<file path="config.mk">
export PLATFORM = sky130hd
export DESIGN_NAME = led_frame_ctrl_flat
export DESIGN_NICKNAME = d
export VERILOG_FILES = /design/src/rtl/led_frame_ctrl_pkg.sv /design/src/rtl/led_frame_ctrl_if.sv /design/src/rtl/led_frame_ctrl_sync_edge.sv /design/src/rtl/led_frame_ctrl.sv /design/src/flat_wrapper.sv
export SDC_FILE = /design/constraint.sdc
export NUM_CORES = 1
export LEC_CHECK = 0
export BUFFER_PORTS_ARGS = -buffer_cell sky130_fd_sc_hd__buf_2
export CAP_MARGIN = 30
export CORE_MARGIN = 4
export CORE_UTILIZATION = 60
export CTS_CLUSTER_SIZE = 30
export DETAILED_ROUTE_END_ITERATION = 10
export PLACE_DENSITY = 0.82
export SYNTH_ARGS = -nofsm -noshare
export SYNTH_HDL_FRONTEND = slang
export SYNTH_SLANG_ARGS = --single-unit
</file>
<file path="constraint.sdc">
create_clock -name CLK -period 3.68 [get_ports CLK]
set_clock_uncertainty 0.05 [all_clocks]
set_input_delay 0.184 -clock CLK [delete_from_list [all_inputs] [get_ports CLK]]
set_output_delay 0.184 -clock CLK [all_outputs]
set_load 0.05 [all_outputs]
</file>
<file path="src/rtl/led_frame_ctrl_pkg.sv">
// led_ctrl_pkg: shared constants, instruction codes and FSM encoding for the LED frame controller
package led_ctrl_pkg;
    localparam int ADDR_W  = 6;
    localparam int INSTR_W = 2;
    localparam int FRAME_W = ADDR_W + INSTR_W;
    localparam logic [INSTR_W-1:0] INSTR_OFF     = 2'b00;
    localparam logic [INSTR_W-1:0] INSTR_ON      = 2'b01;
    localparam logic [INSTR_W-1:0] INSTR_BLINK   = 2'b10;
    localparam logic [INSTR_W-1:0] INSTR_BLINK_N = 2'b11;
    localparam logic [ADDR_W-1:0]  BROADCAST_ADDR = 6'd63;
    typedef enum logic [1:0] {IDLE, SHIFT, COMMIT} state_t;
endpackage

</file>
<file path="src/rtl/led_frame_ctrl_if.sv">
// led_frame_ctrl_if: serial frame inputs and LED state outputs of the frame controller
interface led_frame_ctrl_if
    import led_ctrl_pkg::*;
#(
    parameter int NUM_LEDS = 20
);
    logic                        SCLK;
    logic                        DATA;
    logic                        LATCH;
    logic [NUM_LEDS*INSTR_W-1:0] LED_STATE;
    logic                        PATTERN;
    logic                        FRAME_OK;
    logic                        FRAME_ERR;
    modport master (output SCLK, DATA, LATCH, input LED_STATE, PATTERN, FRAME_OK, FRAME_ERR);
    modport slave  (input SCLK, DATA, LATCH, output LED_STATE, PATTERN, FRAME_OK, FRAME_ERR);
endinterface

</file>
<file path="src/rtl/led_frame_ctrl_sync_edge.sv">
// sync_edge: multi-flop synchronizer with a delayed copy for rise/fall detection
module sync_edge #(
    parameter int SYNC_STAGES = 2
) (
    input  logic CLK,
    input  logic RESET,
    input  logic d,
    output logic level,
    output logic rise,
    output logic fall
);
    logic [SYNC_STAGES-1:0] sync_q, sync_d;
    logic                   dly_q, dly_d;
    // shift the raw input through the chain; the delayed copy trails the last stage by one cycle
    always_comb begin
        sync_d = {sync_q[SYNC_STAGES-2:0], d};
        dly_d  = sync_q[SYNC_STAGES-1];
    end
    // synchronizer and delay flops
    always_ff @(posedge CLK or negedge RESET) begin
        if (!RESET) begin
            sync_q <= '0;
            dly_q  <= 1'b0;
        end else begin
            sync_q <= sync_d;
            dly_q  <= dly_d;
        end
    end
    assign level = sync_q[SYNC_STAGES-1];
    assign rise  = level & ~dly_q;
    assign fall  = ~level & dly_q;
endmodule

</file>
<file path="src/rtl/led_frame_ctrl.sv">
// led_frame_ctrl: receives serial LED frames, validates them and commits per-LED states plus blink pattern
module led_frame_ctrl
    import led_ctrl_pkg::*;
#(
    parameter int NUM_LEDS    = 20,
    parameter int SYNC_STAGES = 2,
    parameter int BLINK_W     = 22
) (
    input logic CLK,
    input logic RESET,
    led_frame_ctrl_if.slave bus
);
    localparam int CNT_W = $clog2(FRAME_W + 2);
    logic sclk_rise, latch_rise, latch_fall, data_lvl;
    logic sclk_lvl_unused, sclk_fall_unused, latch_lvl_unused, data_rise_unused, data_fall_unused;
    state_t                      state_q, state_d;
    logic [FRAME_W-1:0]          shift_q, shift_d;
    logic [CNT_W-1:0]            cnt_q, cnt_d;
    logic [NUM_LEDS*INSTR_W-1:0] led_state_q, led_state_d;
    logic                        frame_ok_q, frame_ok_d, frame_err_q, frame_err_d;
    logic [BLINK_W-1:0]          blink_q, blink_d;
    logic                        pattern_q, pattern_d;
    logic [ADDR_W-1:0]           addr;
    logic [INSTR_W-1:0]          instr;
    logic                        frame_bad;

    sync_edge #(.SYNC_STAGES(SYNC_STAGES)) u_sclk (
        .CLK(CLK), .RESET(RESET), .d(bus.SCLK),
        .level(sclk_lvl_unused), .rise(sclk_rise), .fall(sclk_fall_unused)
    );
    sync_edge #(.SYNC_STAGES(SYNC_STAGES)) u_data (
        .CLK(CLK), .RESET(RESET), .d(bus.DATA),
        .level(data_lvl), .rise(data_rise_unused), .fall(data_fall_unused)
    );
    sync_edge #(.SYNC_STAGES(SYNC_STAGES)) u_latch (
        .CLK(CLK), .RESET(RESET), .d(bus.LATCH),
        .level(latch_lvl_unused), .rise(latch_rise), .fall(latch_fall)
    );

    assign addr      = shift_q[ADDR_W-1:0];
    assign instr     = shift_q[FRAME_W-1 -: INSTR_W];
    assign frame_bad = (cnt_q != CNT_W'(FRAME_W)) ||
                       (addr >= ADDR_W'(NUM_LEDS) && addr != BROADCAST_ADDR);

    // frame FSM: shift bits while LATCH is high, validate and write the register file in COMMIT
    always_comb begin
        state_d     = state_q;
        shift_d     = shift_q;
        cnt_d       = cnt_q;
        led_state_d = led_state_q;
        frame_ok_d  = 1'b0;
        frame_err_d = 1'b0;
        case (state_q)
            IDLE: if (latch_rise) begin
                state_d = SHIFT;
                shift_d = '0;
                cnt_d   = '0;
            end
            SHIFT: if (latch_fall) begin
                state_d = COMMIT;
            end else if (sclk_rise) begin
                shift_d = {shift_q[FRAME_W-2:0], data_lvl};
                cnt_d   = (cnt_q == CNT_W'(FRAME_W + 1)) ? cnt_q : cnt_q + 1'b1;
            end
            COMMIT: begin
                state_d = latch_rise ? SHIFT : IDLE;
                if (latch_rise) begin
                    shift_d = '0;
                    cnt_d   = '0;
                end
                frame_err_d = frame_bad;
                frame_ok_d  = ~frame_bad;
                if (!frame_bad)
                    for (int i = 0; i < NUM_LEDS; i++)
                        if (addr == BROADCAST_ADDR || addr == ADDR_W'(i))
                            led_state_d[i*INSTR_W +: INSTR_W] = instr;
            end
            default: state_d = IDLE;
        endcase
    end

    // free-running blink counter; PATTERN loads the counter's next MSB so it stays in phase with it
    always_comb begin
        blink_d   = blink_q + 1'b1;
        pattern_d = blink_d[BLINK_W-1];
    end

    // state registers
    always_ff @(posedge CLK or negedge RESET) begin
        if (!RESET) begin
            state_q     <= IDLE;
            shift_q     <= '0;
            cnt_q       <= '0;
            led_state_q <= {NUM_LEDS{INSTR_OFF}};
            frame_ok_q  <= 1'b0;
            frame_err_q <= 1'b0;
            blink_q     <= '0;
            pattern_q   <= 1'b0;
        end else begin
            state_q     <= state_d;
            shift_q     <= shift_d;
            cnt_q       <= cnt_d;
            led_state_q <= led_state_d;
            frame_ok_q  <= frame_ok_d;
            frame_err_q <= frame_err_d;
            blink_q     <= blink_d;
            pattern_q   <= pattern_d;
        end
    end

    assign bus.LED_STATE = led_state_q;
    assign bus.PATTERN   = pattern_q;
    assign bus.FRAME_OK  = frame_ok_q;
    assign bus.FRAME_ERR = frame_err_q;
endmodule

</file>
<file path="src/flat_wrapper.sv">
// flat-port wrapper written by rule: the top's interface ports become plain ports
module led_frame_ctrl_flat import led_ctrl_pkg::*;
#(
    parameter int NUM_LEDS    = 20,
    parameter int SYNC_STAGES = 2,
    parameter int BLINK_W     = 22
)
  (CLK, RESET, bus_SCLK, bus_DATA, bus_LATCH, bus_LED_STATE, bus_PATTERN, bus_FRAME_OK, bus_FRAME_ERR);
  led_frame_ctrl_if #(.NUM_LEDS(NUM_LEDS)) bus_i ();
  input logic CLK;
  input logic RESET;
  input wire logic [$bits(bus_i.SCLK)-1:0] bus_SCLK;
  input wire logic [$bits(bus_i.DATA)-1:0] bus_DATA;
  input wire logic [$bits(bus_i.LATCH)-1:0] bus_LATCH;
  output wire logic [$bits(bus_i.LED_STATE)-1:0] bus_LED_STATE;
  output wire logic [$bits(bus_i.PATTERN)-1:0] bus_PATTERN;
  output wire logic [$bits(bus_i.FRAME_OK)-1:0] bus_FRAME_OK;
  output wire logic [$bits(bus_i.FRAME_ERR)-1:0] bus_FRAME_ERR;
  assign bus_i.SCLK = bus_SCLK;
  assign bus_i.DATA = bus_DATA;
  assign bus_i.LATCH = bus_LATCH;
  assign bus_LED_STATE = bus_i.LED_STATE;
  assign bus_PATTERN = bus_i.PATTERN;
  assign bus_FRAME_OK = bus_i.FRAME_OK;
  assign bus_FRAME_ERR = bus_i.FRAME_ERR;
  led_frame_ctrl #(.NUM_LEDS(NUM_LEDS), .SYNC_STAGES(SYNC_STAGES), .BLINK_W(BLINK_W)) u_core (.CLK(CLK), .RESET(RESET), .bus(bus_i));
endmodule
</file>
==> results, run 1 <==
- The run finished with clean final reports.
- The launching element type of the critical path is a register.
- The initial DRC count is 129.
- The first TritonRoute pass finished after 4 iterations.
- The first global-routing pass estimated 12100 µm of wire.
- The wire-length estimate of the detail-placed layout is 4760 µm.
- The number of global-route vias before repair was 2518.
- The average cell area after synthesis is 12.8 µm².
- The floorplan die area is 7620 µm².
- Sequential cells were found to cover 57.0% of the synthesized design area.
- After synthesis, the largest area contributor takes up 57.0% of total cell area.
- Global routing finished with a remaining overflow of 0.
- The fraction of final layout cells sized beyond drive strength 1 is 33.4%.
- Setup repair after global routing left no endpoint under its margin.
- The die is 87.3 µm tall.
- The total I/O pin count is 48.
- The dominant cell by count in the synthesized netlist is dfrtp_1.
- The path class of the tightest hold or removal check is input pin to async pin.
- The final-report hold violation count came to 0.
- Counting instances in the post-synthesis netlist gives the leading cell types as dfrtp_1 (86), mux2_2 (38), nand2_1 (23), xnor2_1 (15), nor2_1 (11).
- Summed over all cells, the static leakage comes to 2.13 nW.
- The number of nets in the layout is 354.
- The data required time of the critical path is 3870 ps.
- The biggest area contributor in the post-synthesis netlist is dfrtp_1.
- Measured along the x axis, the die boundary spans 87.3 µm.
- In the routed layout, each cell is associated on average with a via count of 5.70.
- Setup slack on the worst reg-to-reg path comes out at 1310 ps.
- The total number of clock tree sinks is 86.
- Dividing the detail-routed wire length by the instance count gives 16.4 µm.
- The synthesized netlist contains 41 unique library cells.
- Relative to the synthesized area, the layout overhead comes to 14.0%.
- The detailed router placed 2423 vias in this run.
- Entering global routing, the biggest net connects 64 pins.
- The max-capacitance violation count is 0.
- STA classifies the critical path endpoint as a register.
- After detailed routing, the number of remaining DRC violations is 0.
- The post-synth design cell area is 3770 µm².
- The startpoint identified for the worst register-to-register timing path is u_core.shift_q[2].
- The worst path arrival time is 2560 ps.
- The number of placement rows is 28.
- The worst supply voltage drop on vdd is 0.305 mV.
- At the pin with the least slew margin, the transition time is 841 ps.
- TritonCTS built the clock tree.
- The synthesized flop and latch total is 86.
- By area the synthesized netlist is led by dfrtp_1 (57%), mux2_2 (11%), xnor2_1 (3.5%).
- The number of CTS-inserted buffers is 9.
- In this design, the stage delay of the slowest critical-path cell is 620 ps.
- The H-tree was split into 3 levels.
- Timing would allow up to 422 MHz.
- The count of fill cells added during filler insertion is 440.
- The core region is 6030 µm².
- Together, buffers and inverters on the worst path number 0.
- The Yosys warning count is 0.
- The cell with the largest stage delay on the worst path is or4b_4.
- After layout, the worst path uses 64.5% of the clock period.
- The share of synthesized registers carrying an async set or reset is 100%.
- The instance count of the mapped netlist is 296.
- The post-synth net total is 305.
- The clock-pin slew on the worst setup and hold paths is 80 ps.
- Along the worst path, the maximum fanout reaches 22.
- The final setup violation count is 0.
- The clock insertion delay at the later pin of the skew report is 350 ps.
- The initial utilization of the core area, before any placement, comes to 62.6%.
- The final RePlAce weighted congestion is 0.829.
- The total wire length after detailed routing is 6960 µm.
- The max-slew violation total from the final report is 0.
- The worst-case clock buffer depth is 2.
- In this run, synthesis inferred 0 flip-flops with an integrated enable.
- The global-route usage over all layers is 20.6%.
- Power spread over the standard cell area amounts to 415 nW/µm².
- The setup path with the least slack is of type register to register.
- The final critical delay including setup and external delays is 2370 ps.
- In this run the remaining antenna-violating nets after routing total 0.
- The total of buffers placed on input and output ports is 47.
- The headroom to the max-slew limit is 43.4%.
- The family with the most delay on the worst path is simple AND/OR/NAND/NOR gates.
- Walking the worst path, the cells encountered are and4_1 -> a22oi_4 -> or4b_4 -> mux2_4.
- The clock tree root buffer cell is clkbuf_8.
- 0 antenna diodes ended up in the layout.
- The worst reg-to-reg path cell count is 4.
- The capture point of the worst reg-to-reg path is u_core.bus.LED_STATE[32].
- The number of antenna violations at the first check in global routing is 0.
- Among all flip-flop cells after synthesis, the most frequent one is dfrtp_1.
- The final setup TNS is 0 ps.
- The final core utilization is 71.4%.
## area by class of cell
class,instances,area [µm²],area share [%]
tap,75,93.8,2.18
clock buffer,11,141,3.29
timing repair buffer,53,313,7.27
multi-input combinational,189,1520,35.3
inverter,6,22.5,0.524
sequential,86,2150,50.0
clock inverter,5,58.8,1.37
## metal layers
layer  GRT usage, %  share of wire [%]
met2           31.9                 47
met4           10.3                2.1
met5              0                  0
met3           4.92                5.9
met1           27.1                 45
## power by group
group          switching, W  internal (W)
Combinational     0.0000783     0.0000465
Clock              0.000329      0.000332
Sequential        0.0000299      0.000968
## state kept, by name (all words and copies together) (netlist names)
| name | count |
|---|---|
| u_core.u_latch.sync_q | 2 |
| u_core.bus.FRAME_ERR | 1 |
| u_core.state_q | 2 |
| u_core.bus.FRAME_OK | 1 |
| u_core.cnt_q | 4 |
| u_core.u_latch.dly_q | 1 |
| u_core.shift_q | 8 |
| u_core.blink_q | 22 |
| u_core.u_sclk.sync_q | 2 |
| u_core.bus.LED_STATE | 40 |
| u_core.u_sclk.dly_q | 1 |
| u_core.u_data.sync_q | 2 |
## kinds of logic (layout without fill, tap and decap cells)
kind of cell | after synthesis | after routing | share of synthesized area (%)
adder cells (fa/ha/maj) | 4 | 4 | 1.33
multiplexers | 44 | 44 | 13.2
AND/OR/NAND/NOR | 85 | 85 | 13.4
flip-flops | 86 | 86 | 57.0
XOR/XNOR | 20 | 20 | 4.64
buffers and inverters | 21 | 75 | 2.72
AO/OA/AOI/OAI | 36 | 36 | 7.69
## worst max path at each step
stage,start,end,slack [ps],cells past startpoint
floorplan,u_core.cnt_q[0],u_core.bus.LED_STATE[2],1800,6
global placement,u_core.shift_q[2],u_core.bus.LED_STATE[32],1420,4
detailed placement,u_core.shift_q[3],u_core.bus.LED_STATE[18],1340,4
CTS,u_core.shift_q[2],u_core.bus.LED_STATE[18],1340,4
global route,u_core.shift_q[3],u_core.bus.LED_STATE[28],1180,4
finish,u_core.shift_q[2],u_core.bus.LED_STATE[32],1310,4
## worst reg2reg max path, stage by stage (launching register included)
cell and delay (ps):
dfrtp_1 560, and4_1 460, a22oi_4 270, or4b_4 620, mux2_4 310
## placed cells by master (no fill, tap or decap), drive strengths merged, types with 2 or more instances in the layout
cell type     n
nand3         8
nand2        23
and3          3
nor4b         2
o21ai         6
nor2b         2
dfrtp        86
a21oi         3
and2b         2
nand4         9
ha            4
and2          3
buf          49
and4          3
xor2          5
inv           6
nor2         11
nor3          4
mux2         40
a22oi         5
mux2i         4
clkbuf       11
xnor2        15
clkinvlp      2
a22o          8
nor4          7
clkinv        2
nand2b        3
a211oi       12
dlygate4sd3   4
## timing repair
action,4_1_cts,5_1_grt
hold endpoints to repair,26,0
resized for setup,0,0
setup buffers,0,0
hold buffers,4,0
## through the flow
stage	setup WS, ps	hold slack [ps]	power [W]	cells	instance area, µm²
6_report	1310	221	0.00178	425	4300
5_1_grt	1180	250	0.00186	425	4300
4_1_cts	1340	216	0.00180	425	4300
3_5_place_dp	1340	61.3	0.00114	405	4060
3_3_place_gp	1420	242	0.00113	404	4030
2_1_floorplan	1800	-162	0.00109	296	3770
(Power assumes the default switching activity.)
==> inputs of run 2 (changes only) <==
--- a/config.mk
+++ b/config.mk
@@ -8,10 +8,10 @@
 export BUFFER_PORTS_ARGS = -buffer_cell sky130_fd_sc_hd__buf_2
 export CAP_MARGIN = 30
 export CORE_MARGIN = 4
-export CORE_UTILIZATION = 60
+export CORE_UTILIZATION = 57
 export CTS_CLUSTER_SIZE = 30
 export DETAILED_ROUTE_END_ITERATION = 10
-export PLACE_DENSITY = 0.82
+export PLACE_DENSITY = 0.79
 export SYNTH_ARGS = -nofsm -noshare
 export SYNTH_HDL_FRONTEND = slang
 export SYNTH_SLANG_ARGS = --single-unit
==> constraint.sdc (replaced) <==
create_clock -name CLK -period 2.2 [get_ports CLK]
set_clock_uncertainty 0.05 [all_clocks]
set_input_delay 0.11 -clock CLK [delete_from_list [all_inputs] [get_ports CLK]]
set_output_delay 0.11 -clock CLK [all_outputs]
set_load 0.05 [all_outputs]
==> run 2 against run 1 <==
Effect of this change:
- highest routed layer unchanged
- largest power group unchanged
- combinational power is 73% higher
- worst hold slack improved by 65 ps
- final area grew 3.8%
- first-iteration DRC count grew 48%
- final cell count is 2.4% higher
==> results, run 2 (synthesis results as in run 1) <==
- The total area of multi-input combinational cells was 1590 µm² (+4.8%).
- The total number of clock tree sinks was 86 (unchanged).
- The path type of the worst min-delay path is input pin to async pin.
- The initial DRC count is 191 (+48%).
- The sequential group share of total power is 52.8% (-3.1 points).
- The switching share of total power was 22.1% (-2.4 points).
- The worst-case clock buffer depth came to 2 (unchanged).
- The number of antenna violations at the first check in global routing is 0 (unchanged).
- The critical path endpoint category is a register.
- The first-pass iteration count of the detailed router is 4 (unchanged).
- The total wire length after detailed routing is 7090 µm (+1.8%).
- The headroom to the max-slew limit is 53.2% (+9.8 points).
- The starting utilization of the core area is 59.1% (-3.5 points).
- The category of the most critical setup path is register to register.
- The number of buffers inserted to repair setup after CTS came to 0 (unchanged).
- The area taken by flip-flops and latches is 2160 µm² (+0.17%).
- The transition time at the pin with the least slew margin came to 702 ps (-139 ps).
- The total I/O pin count came to 48 (unchanged).
- The worst reg-to-reg path cell count was 6 (+2).
- The total congestion overflow came to 0 (unchanged).
- The max-slew violation total from the final report came to 0 (unchanged).
- The count of fill cells added during filler insertion is 445 (+1.1%).
- The total placed instance area is 4120 µm² (+1.4%).
- TritonCTS built the clock tree.
- The setup slack after placement is -54.3 ps (-1400 ps).
- The fraction of final layout cells sized beyond drive strength 1 is 38.5% (+5.1 points).
- The number of CTS-inserted buffers is 9 (unchanged).
- The total DRC errors in the routed layout is 0 (unchanged).
- The worst path setup slack after routing was 106 ps (-1200 ps).
- The total power is 0.00315 W (+77%).
- The chip width is 89.4 µm (+2.4%).
- The final setup violation count was 0 (unchanged).
- The post-detailed-route count of antenna-violating nets is 0 (unchanged).
- The total non-filler cell area in the finished layout is 4460 µm² (+3.8%).
- The data required time of the critical path came to 2390 ps (-1480 ps).
- The final critical delay including setup and external delays is 2090 ps (-278 ps).
- The launching element type of the critical path is a register.
- The number of global-route vias before repair is 2483 (-1.4%).
- The vertical die dimension is 89.4 µm (+2.4%).
- The part of the power in the clock network is 40.3% (+3.2 points).
- Setup repair after global routing could not meet its margin everywhere.
- The highest clock rate came to 477 MHz (+13%).
- The number of vias in the routed layout is 2501 (+3.2%).
- The total of buffers placed on input and output ports is 47 (unchanged).
- The number of flip-flops in the largest register is 40 (unchanged).
- The cell-internal power is 0.00245 W (+82%).
- The first-pass GRT wire length is 12000 µm (-0.17%).
- The internal reg-to-reg setup slack is 110 ps (-1200 ps).
- The area inside the core boundary was 6390 µm² (+6.0%).
- The worst path arrival time is 2280 ps (-280 ps).
- The average detailed-routed wire length per instance came to 16.3 µm (-0.50%).
- Leaving out fill and tap cells, the most frequent cell in the layout is dfrtp_1.
- The layout overhead on the synthesized area is 18.2%.
- The leakage power summed over all cells is 2.19 nW (+2.8%).
- The top cell types in the final layout, fill and taps aside, are dfrtp_1 (83), buf_2 (46), mux2_2 (38), nand2_1 (22), xnor2_1 (15).
- The clock-pin slew on the worst setup and hold paths came to 80 ps (about the same).
- The HPWL reported at the end of detailed placement was 4920 µm (+3.5%).
- The global-route usage over all layers is 19.9% (-0.69 points).
- The diode insertion count for antenna repair was 0 (unchanged).
- The cell sitting at the root of the clock tree is a clkbuf_8.
- The worst supply voltage drop on vdd is 0.483 mV (+58%).
- The final RePlAce weighted congestion came to 0.871 (+5.2%).
- The ratio of total power to cell area is 706 nW/µm² (+70%).
- The number of placement rows is 29 (+3.6%).
- The flow ran to the end, and the final reports show no timing, DRC or antenna violations.
- The switching power summed over all nets is 0.000698 W (+60%).
- The count of H-tree levels built during CTS is 3 (unchanged).
- The highest net fanout along the worst path is 16 (-27%).
- The final-report hold violation count is 0 (unchanged).
- The clock insertion delay at the later pin of the skew report came to 340 ps (about the same).
- The combinational share of power was 6.9% (about the same).
- The number of vias per cell after detailed routing is 5.75 (+0.85%).
- The number of nets in the layout is 362 (+2.3%).
- The max-capacitance violation count is 0 (unchanged).
- The pin count of the biggest net entering global routing was 54 (-16%).
- The period utilization came to 95.2% (+31 points).
- The floorplan die area is 7990 µm² (+4.8%).
==> run 2: area by class of cell <==
cell class	count	area share [%]
clock inverter	4	2.13
sequential	86	48.3
tap	77	2.16
inverter	6	0.505
timing repair buffer	61	8.19
clock buffer	12	3.03
multi-input combinational	189	35.7
==> run 2: power groups by stage <==
stage	Combinational, W	Sequential (W)	Clock (W)
6_report	0.000216	0.00166	0.00127
5_1_grt	0.000249	0.00167	0.00138
4_1_cts	0.000217	0.00166	0.00129
3_5_place_dp	0.000211	0.00170	0
3_3_place_gp	0.000203	0.00169	0
2_1_floorplan	0.000133	0.00169	0
==> run 2: path summary, 6_finish.rpt <==
kind,startpoint,endpoint
min in group CLK,u_core.u_data.sync_q[0],u_core.u_data.sync_q[1]
worst min register to register,u_core.u_data.sync_q[0],u_core.u_data.sync_q[1]
worst min-delay path,RESET,u_core.bus.LED_STATE[33]
max in group asynchronous,RESET,u_core.blink_q[21]
worst max register to register,u_core.cnt_q[0],u_core.bus.LED_STATE[12]
worst max-delay path,u_core.cnt_q[0],u_core.bus.LED_STATE[12]
==> run 2: what timing repair did <==
item / CTS / global route
hold endpoints to repair: 55 / 0
endpoints found under the setup margin: 12 / 32
resized for setup: 2 / 15
hold buffers: 4 / 0
==> run 2: routing by layer <==
layer | vias to the layer above | wire length, µm | track usage [%]
li1 | 1180 | - | -
met1 | 1251 | 3090 | 25.8
met2 | 66 | 3500 | 31.7
met3 | 4 | 438 | 6.54
met4 | 0 | 50 | 6.77
met5 | - | 0 | 0
==> run 2: stage by stage <==
step                      hold slack [ps]  TNS, ps  cells  util, %
after CTS                             305        0    435     68.8
after global placement                138        0    415     64.5
after floorplan                      -236        0    296        -
after global routing                  309    -13.1    435     69.9
after detailed placement              142     -235    415     64.5
final                                 287        0    435     69.9
==> run 2: critical path: stages, from the launching register on <==
cell and delay [ps]:
dfrtp_1 410, inv_1 110, ha_1 190, nand4b_1 210, buf_4 290, a211oi_2 340, mux2_2 380
